$ cat config.mk
export PLATFORM = sky130hd
export DESIGN_NAME = fp_frame_sequencer
export DESIGN_NICKNAME = d
export VERILOG_FILES = /design/src/rtl/fp_seq_pkg.sv /design/src/rtl/seq_watchdog.sv /design/src/rtl/fp_frame_sequencer.sv
export SDC_FILE = /design/constraint.sdc
export NUM_CORES = 1
export LEC_CHECK = 0
export CAP_MARGIN = 20
export CORE_MARGIN = 10
export CORE_UTILIZATION = 50
export DETAILED_ROUTE_END_ITERATION = 7
export PLACE_DENSITY = 0.8
export SETUP_SLACK_MARGIN = 0.15
export SKIP_CTS_REPAIR_TIMING = 1
export SYNTH_ARGS = -nofsm -noshare
export SYNTH_HDL_FRONTEND = slang
export SYNTH_SLANG_ARGS = --single-unit
$ cat constraint.sdc
create_clock -name clk -period 4.25 [get_ports clk]
set_input_delay 0.425 -clock clk [delete_from_list [all_inputs] [get_ports clk]]
set_output_delay 0.425 -clock clk [all_outputs]
set_load 0.01 [all_outputs]
$ cat src/rtl/fp_seq_pkg.sv
// Shared types and constants for the FP frame sequencer: state encoding,
// opcode and error-code values, start-byte prefix and the result compare.
package fp_seq_pkg;

  typedef enum logic [2:0] {
    S_IDLE     = 3'd0,
    S_COLLECT  = 3'd1,
    S_LAUNCH   = 3'd2,
    S_WAIT_FPU = 3'd3,
    S_REPORT   = 3'd4
  } state_t;

  localparam logic [1:0] OP_ADD  = 2'b00;
  localparam logic [1:0] OP_SUB  = 2'b01;
  localparam logic [1:0] OP_MUL  = 2'b10;
  localparam logic [1:0] OP_RSVD = 2'b11;

  localparam logic [1:0] ERR_NONE       = 2'b00;
  localparam logic [1:0] ERR_RX_TIMEOUT = 2'b01;
  localparam logic [1:0] ERR_BAD_OP     = 2'b10;
  localparam logic [1:0] ERR_OVERRUN    = 2'b11;

  localparam logic [5:0] START_PREFIX  = 6'b111111;
  localparam int         PAYLOAD_BYTES = 12;

  // Bitwise equality, except that +0 and -0 are treated as the same value.
  function automatic logic fp_equal(input logic [31:0] x, input logic [31:0] y);
    return (x == y) || ((x[30:0] == 31'd0) && (y[30:0] == 31'd0));
  endfunction

endpackage

$ cat src/rtl/seq_watchdog.sv
// Loadable down-counter watchdog. load arms it with TIMEOUT-1, each enabled
// cycle counts down, and expire is raised in the enabled cycle in which the
// count has reached zero (i.e. the TIMEOUT-th enabled cycle after a load).
module seq_watchdog #(
  parameter int TIMEOUT = 1024
) (
  input  logic clk,
  input  logic rst_n,
  input  logic clr,
  input  logic load,
  input  logic en,
  output logic expire
);

  localparam int W = $clog2(TIMEOUT + 1);

  logic [W-1:0] cnt;

  // Down-counter: load has priority over clear, counting stops at zero.
  always_ff @(posedge clk or negedge rst_n) begin
    if (!rst_n) begin
      cnt <= '0;
    end else if (load) begin
      cnt <= W'(TIMEOUT - 1);
    end else if (clr) begin
      cnt <= '0;
    end else if (en && (cnt != '0)) begin
      cnt <= cnt - W'(1);
    end
  end

  assign expire = en && !load && !clr && (cnt == '0);

endmodule

$ cat src/rtl/fp_frame_sequencer.sv
// Frame sequencer between the I2C byte receiver and the FPU: finds the start
// byte, collects A/B/expected words, launches the FPU and reports the result.
//
// state      | meaning
// -----------+----------------------------------------------------------
// S_IDLE     | waiting for a start byte, counting dropped bytes
// S_COLLECT  | shifting in the 12 payload bytes, RX idle watchdog armed
// S_LAUNCH   | drive operands, pulse fpu_start, arm FPU watchdog
// S_WAIT_FPU | waiting for fpu_done; stray bytes are overrun errors
// S_REPORT   | res_* valid pulse cycle, then back to idle
module fp_frame_sequencer
  import fp_seq_pkg::*;
#(
  parameter int RX_TIMEOUT  = 100000,
  parameter int FPU_TIMEOUT = 1024
) (
  input  logic        clk,
  input  logic        rst_n,
  input  logic        rx_valid,
  input  logic [7:0]  rx_data,
  output logic        fpu_start,
  output logic [1:0]  fpu_op,
  output logic [31:0] fpu_a,
  output logic [31:0] fpu_b,
  input  logic        fpu_done,
  input  logic [31:0] fpu_result,
  output logic        res_valid,
  output logic [31:0] res_value,
  output logic [31:0] res_expected,
  output logic        res_match,
  output logic        busy,
  output logic        frame_err,
  output logic [1:0]  err_code,
  output logic [7:0]  drop_cnt
);

  state_t      state;
  logic [1:0]  op_q;
  logic [3:0]  byte_cnt;
  logic [95:0] frame_buf;

  logic rx_is_start;
  logic rx_good_start;
  logic rx_clr, rx_load, rx_en, rx_expire;
  logic fpu_clr, fpu_load, fpu_en, fpu_expire;

  assign rx_is_start   = (rx_data[7:2] == START_PREFIX);
  assign rx_good_start = rx_valid && rx_is_start && (rx_data[1:0] != OP_RSVD);
  assign busy          = (state != S_IDLE);

  // Watchdog control decoded from the current state.
  always_comb begin
    rx_clr   = 1'b0;
    rx_load  = 1'b0;
    rx_en    = 1'b0;
    fpu_clr  = 1'b0;
    fpu_load = 1'b0;
    fpu_en   = 1'b0;
    case (state)
      S_IDLE: begin
        rx_clr  = 1'b1;
        fpu_clr = 1'b1;
        rx_load = rx_good_start;
      end
      S_COLLECT: begin
        rx_en   = 1'b1;
        rx_load = rx_valid;
      end
      S_LAUNCH:   fpu_load = 1'b1;
      S_WAIT_FPU: fpu_en   = 1'b1;
      default: ;
    endcase
  end

  seq_watchdog #(.TIMEOUT(RX_TIMEOUT)) u_rx_wdog (
    .clk    (clk),
    .rst_n  (rst_n),
    .clr    (rx_clr),
    .load   (rx_load),
    .en     (rx_en),
    .expire (rx_expire)
  );

  seq_watchdog #(.TIMEOUT(FPU_TIMEOUT)) u_fpu_wdog (
    .clk    (clk),
    .rst_n  (rst_n),
    .clr    (fpu_clr),
    .load   (fpu_load),
    .en     (fpu_en),
    .expire (fpu_expire)
  );

  // Sequencer FSM with registered handshake, result and error outputs.
  always_ff @(posedge clk or negedge rst_n) begin
    if (!rst_n) begin
      state        <= S_IDLE;
      op_q         <= OP_ADD;
      byte_cnt     <= 4'd0;
      frame_buf    <= 96'd0;
      fpu_start    <= 1'b0;
      fpu_op       <= OP_ADD;
      fpu_a        <= 32'd0;
      fpu_b        <= 32'd0;
      res_valid    <= 1'b0;
      res_value    <= 32'd0;
      res_expected <= 32'd0;
      res_match    <= 1'b0;
      frame_err    <= 1'b0;
      err_code     <= ERR_NONE;
      drop_cnt     <= 8'd0;
    end else begin
      fpu_start <= 1'b0;
      res_valid <= 1'b0;
      frame_err <= 1'b0;
      case (state)
        S_IDLE: begin
          if (rx_good_start) begin
            op_q     <= rx_data[1:0];
            byte_cnt <= 4'd0;
            state    <= S_COLLECT;
          end else if (rx_valid && rx_is_start) begin
            frame_err <= 1'b1;
            err_code  <= ERR_BAD_OP;
          end else if (rx_valid && (drop_cnt != 8'hFF)) begin
            drop_cnt <= drop_cnt + 8'd1;
          end
        end
        S_COLLECT: begin
          // A byte in the expiry cycle is accepted and the timeout is ignored.
          if (rx_valid) begin
            frame_buf <= {frame_buf[87:0], rx_data};
            byte_cnt  <= byte_cnt + 4'd1;
            if (byte_cnt == 4'(PAYLOAD_BYTES - 1)) begin
              state <= S_LAUNCH;
            end
          end else if (rx_expire) begin
            frame_err <= 1'b1;
            err_code  <= ERR_RX_TIMEOUT;
            state     <= S_IDLE;
          end
        end
        S_LAUNCH: begin
          fpu_a     <= frame_buf[95:64];
          fpu_b     <= frame_buf[63:32];
          fpu_op    <= op_q;
          fpu_start <= 1'b1;
          state     <= S_WAIT_FPU;
          if (rx_valid) begin
            frame_err <= 1'b1;
            err_code  <= ERR_OVERRUN;
          end
        end
        S_WAIT_FPU: begin
          // Overrun byte is discarded but does not abort the operation.
          if (rx_valid) begin
            frame_err <= 1'b1;
            err_code  <= ERR_OVERRUN;
          end
          if (fpu_done) begin
            res_value    <= fpu_result;
            res_expected <= frame_buf[31:0];
            res_match    <= fp_equal(fpu_result, frame_buf[31:0]);
            res_valid    <= 1'b1;
            state        <= S_REPORT;
          end else if (fpu_expire) begin
            frame_err <= 1'b1;
            err_code  <= ERR_OVERRUN;
            state     <= S_IDLE;
          end
        end
        S_REPORT: begin
          state <= S_IDLE;
          if (rx_valid && (drop_cnt != 8'hFF)) begin
            drop_cnt <= drop_cnt + 8'd1;
          end
        end
        default: state <= S_IDLE;
      endcase
    end
  end

endmodule

Word-level counts from Yosys, hierarchy flattened
Cells that the tools add are included.
- add/subtract/negate cells: 4
- bitwise gates (word level): 0
- reductions and logical operators: 36
- order comparisons: 0
- divide/modulo/power cells: 0
- multipliers: 0
- muxes and demuxes: 43
- shift operators: 0
- equality and inequality tests: 19
- operators with widths (cell ; number):
    $logic_not A31 Y1 ; 2
    $mux W17 ; 3
    $mux W11 ; 3
    $eq A32 B32 Y1 ; 1
    $mux W8 ; 3
    $mux W3 ; 6
    $logic_not A17 Y1 ; 1
    $reduce_bool A17 Y1 ; 1
    $sub A17 B1 Y17 const B ; 1
    $ne A2 B2 Y1 const B ; 8
    $pmux W8 S2 ; 1
    $mux W2 ; 7
    $mux W1 ; 13
    $logic_and A1 B1 Y1 ; 12
    $pmux W3 S4 ; 1
    $logic_not A11 Y1 ; 1
    $reduce_bool A11 Y1 ; 1
    $sub A11 B1 Y11 const B ; 1
    $ne A3 B3 Y1 const B ; 3
    $reduce_bool A3 Y1 ; 3
    $add A8 B1 Y8 const B ; 1
    $mux W4 ; 2
    $ne A8 B8 Y1 const B ; 1
    $pmux W2 S4 ; 1
    18 further kinds ; 25
- register bits after elaboration: 277
- latch bits: 0
- memories: 0
- memory bits (writable): 0
- bits in read-only memories: 0

Longest topological paths before layout
- depth in word-level cells: 11
- mapped depth: 9
- depth with buffers taken out: 7

Cells and area by module
Synthesis repeated with hierarchy kept, for this count alone.
- cell total of the unflattened synthesis: 970
- area, all modules: 11697.5 um^2
- by module, submodules not included (module ; seq. area each (um^2) ; cells each ; times used ; area each (um^2)):
    fp_frame_sequencer ; 6231.0 ; 777 ; 1 ; 9919.5
    seq_watchdog (u_rx_wdog) ; 425.4 ; 119 ; 1 ; 1077.3
    seq_watchdog (u_fpu_wdog) ; 275.3 ; 74 ; 1 ; 700.7

Worst setup path before layout
No wires, ideal clock.
- path kind: flip-flop to flip-flop
- from: reg u_fpu_wdog.cnt[0]
- to: reg u_fpu_wdog.cnt[5]
- stages on the path, launching flop included: 9
- arrival: 2.060 ns
- data required time: 4.126 ns
- buffers on the path: 1
- period minus slack after synthesis: 2.184 ns
- slack: 2.066 ns
- path through: dfrtp_1 -> inv_1 -> ha_1 -> or3b_2 -> nor4_1 -> buf_2 -> nand2b_1 -> a21oi_1 -> a211o_1
- word-level cells in the longest chain between the ends: 4
- elaborated cells on any way between the ends: 7
- those cells by class: add/sub: 1; mux: 3; reduce/logical: 3
- RTL lines (item ; RTL line ; RTL):
    start: declaration ; seq_watchdog.sv:17 ; logic [W-1:0] cnt;
    start signal: assignment ; seq_watchdog.sv:24 ; cnt <= W'(TIMEOUT - 1);
    start signal: assignment ; seq_watchdog.sv:28 ; cnt <= cnt - W'(1);
    $sub A11 B1 Y11 ; seq_watchdog.sv:28 ;
    $mux W11 ; seq_watchdog.sv:27 ; end else if (en && (cnt != '0)) begin
    $mux W11 ; seq_watchdog.sv:25 ; end else if (clr) begin
    $mux W11 ; seq_watchdog.sv:23 ; end else if (load) begin
Parallel ways exist; a longest one is shown, timed or not. The select of a mux whose other input is x is not followed.
A chain may end at the register's enable or synchronous reset.

Final worst setup path
- from: reg state[0]
- to: out busy
- word-level cells in the longest chain between the ends: 1
- RTL lines (item ; RTL line ; RTL):
    start: declaration ; fp_frame_sequencer.sv:37 ; state_t state;
    start signal: assignment ; fp_frame_sequencer.sv:96 ; state <= S_IDLE;
    start signal: assignment ; fp_frame_sequencer.sv:120 ; state <= S_COLLECT;
    start signal: assignment ; fp_frame_sequencer.sv:134 ; state <= S_LAUNCH;
    $reduce_bool A3 Y1 ; fp_frame_sequencer.sv:49 ; assign busy = (state != S_IDLE);
    end: declaration ; fp_frame_sequencer.sv:31 ; output logic busy,
Every way passes these cells.

==> impl_metrics.tcl <==
set metrics [dict create \
    outcome "complete, but fails checks" \
    violations "negative hold slack" \
    synth_warnings 0 \
    io_buffers 188 \
    fp.dieH_um 172.6 \
    synth_area_leader_cell "dfrtp_1" \
    seqCellArea_mm2 0.006932 \
    drv_cap 0 \
    grt_pass1_wl_mm 50.04 \
    cts_buffer_depth 3 \
    criticalPathCategory "register to output port" \
    synthMuxAreaShare 0.06836 \
    period_minus_slack_ps 2844 \
    setup_violations 0 \
    num_vias 8977 \
    n_antenna_cell 0 \
    finalMaxSlewViolations 0 \
    multiInputGateArea_mm2 0.004444 \
    track_usage 0.2009 \
    ant_nets 0 \
    wl_per_cell_um 18.07 \
    dpl.hpwl_mm 20.33 \
    synth.yosys.seq_area_share 0.5954 \
    fin_crit_sh 0.6691 \
    slew_headroom 0.2819 \
    syn_to_final_growth_pct 27.15 \
    min_path_type "primary input to async pin" \
    vdd_drop_max_mv 0.2989 \
    rows 55 \
    yosys.area_share.adder 0.004299 \
    fillerInstances 1764 \
    grt_max_degree 120 \
    numCtsBuffers 29 \
    synth_edf_count 0 \
    cp-end-kind "output port" \
    synth.distinct_cells 60 \
    synth-compound-area-share 0.04417 \
    fin_skew_ps 13.45 \
    clk_pin_slew_ps 60 \
    core-area_mm2 0.02278 \
    dp_cells 1630 \
    internal-power_w 0.004972 \
    die_x_um 172.6 \
    fin_setup_tns_ps 0 \
    cts_num_sinks 277 \
    ys_ff_latch 277 \
    grt_antenna_before_repair 1 \
    p_per_area_mw_per_mm2 478.6 \
    syn_nets 1220 \
    synthTopCellsByCount "nand2_1, dfrtp_1, mux2_2" \
    first_global_vias 9114 \
    cp_max_fo 19 \
    synth_flop_cell "dfrtp_1" \
    clkPwrFrac 0.369 \
    cts_tree "built" \
    globalRouteOverflowTotal 0 \
    routabilityCongestion 0.9135 \
    instances_no_fill 1684 \
    ioPinCount 189 \
    seqPwrFrac 0.454 \
    max_freq_mhz 351.7 \
    viasPerCell 5.331 \
    drc 0 \
    combPwrFrac 0.177 \
    rsz0062_at_grt "false" \
    synth_xor_area_frac 0.03386 \
    synthSimpleGateAreaFrac 0.2291 \
    start_kind "register" \
    drive_above_1_share 0.1087 \
    nets 1396 \
    drt_wl_total_mm 30.42 \
    worst_pin_slew_ps 1077 \
    syn_avg_cell_area_um2 9.933 \
    htreeDepth 1 \
    hold_viol_final 40 \
    syn-cell-area_mm2 0.01164 \
    async_reset_ff_frac 1.000 \
    dieArea_mm2 0.02979 \
    leakage_nw 7.392 \
    yosys.area.top_type_share 0.5954 \
    ys_top_cells_by_area "dfrtp_1, nand2_1, mux2_2" \
    p_sw_w 0.002112 \
    synth_most_common_cell "nand2_1" \
    required_ps 3830 \
    cts_root_buf "clkbuf_16" \
    clk_latency_ps 540 \
    synth_top_family_by_area "simple AND/OR/NAND/NOR gates" \
    cp_data_arrival_time_ps 2420 \
    firstDrtPassIters 5 \
    holdWs_ps -77.04 \
    syn_inst 1172 \
    start_util 0.5111 \
    swShare 0.2981 \
    first_iter_violations 692 \
]
-- power groups by stage --
stage	registers (W)	logic (W)	clock network [W]
final	0.00321	0.00125	0.00262
after global routing	0.00325	0.00141	0.00277
after CTS	0.00321	0.00125	0.00266
after detailed placement	0.00325	0.00125	0
after global placement	0.00325	0.00121	0
after floorplan	0.00314	0.000852	0
-- area by class of cell --
cell class                 count  area share
sequential                   277      0.4683
inverter                      16    0.004057
timing repair buffer         199      0.1339
clock buffer                  39     0.05495
clock inverter                15     0.01209
multi-input combinational    825      0.3003
tap                          313     0.02646
-- placed cells by master (no fill, tap or decap), drive strengths merged, types with 4 or more instances in the layout --
cell type / count
nand2b: 5
bufinv: 4
o21ai: 15
or2: 7
nor4: 22
buf: 12
clkbuf: 39
clkdlybuf4s50: 187
o31ai: 6
a31oi: 4
xnor2: 42
nand2: 503
nor2: 27
nand4: 16
or4: 7
a21oi: 16
clkinv: 10
inv: 17
mux2: 68
dfrtp: 277
nor3: 10
ha: 4
nand3: 12
-- worst max-delay path: stages, from the launching register on --
cell,delay [ps]
dfrtp_1,720
nor3_2,110
inv_1,400
clkdlybuf4s50_1,650
-- kinds of logic (layout without fill, tap and decap cells) --
family	after synthesis	count (layout)
AOI/OAI and AO/OA	76	76
xor gates and xnor gates	45	45
DFF	277	277
adders and majority gates	4	4
muxes	71	71
and+or+nand+nor	629	629
buffers and inverters	70	269
-- layer usage --
layer / share of wire / wire length [µm] / up-vias / global-route usage
li1: - / - / 4219 / -
met1: 0.42 / 12800 / 4427 / 0.2577
met2: 0.48 / 14710 / 268 / 0.3305
met3: 0.065 / 1987 / 61 / 0.04618
met4: 0.030 / 915 / 2 / 0.06379
met5: 0.00030 / 9 / - / 0
-- per-stage QoR --
step | cell area (µm²) | total power [W] | hold slack [ps] | worst slack [ps] | util
2_1_floorplan | 11640 | 0.003994 | 129.4 | 2066 | -
3_3_place_gp | 13810 | 0.004455 | 452.6 | 1630 | 0.6063
3_5_place_dp | 13810 | 0.004499 | 460.8 | 1532 | 0.6063
4_1_cts | 14800 | 0.007119 | 20.84 | 1396 | 0.6498
5_1_grt | 14800 | 0.007433 | 53.32 | 1217 | 0.6498
6_report | 14800 | 0.007084 | -77.04 | 1406 | 0.6498
-- state kept, by name (all words and copies together), names as in the netlist --
name and count:
u_rx_wdog.cnt 17, res_expected 32, byte_cnt 4, err_code 2, res_match 1, res_valid 1
fpu_start 1, drop_cnt 8, frame_buf 96, frame_err 1, op_q 2, res_value 32
state 3, fpu_a 32, u_fpu_wdog.cnt 11, fpu_op 2, fpu_b 32
-- path summary, 6_finish.rpt --
kind	slack, ps	from	cells past startpoint	endpoint
max	1410	state[0]	3	busy
min	-80	rst_n	1	drop_cnt[3]
max reg2reg	1480	state[0]	5	frame_buf[15]
min reg2reg	470	frame_buf[90]	2	frame_buf[90]
max in group asynchronous	3220	rst_n	2	res_expected[20]
min in group clk	450	rx_data[6]	3	frame_buf[6]
Power figures use the tool's default switching activity.
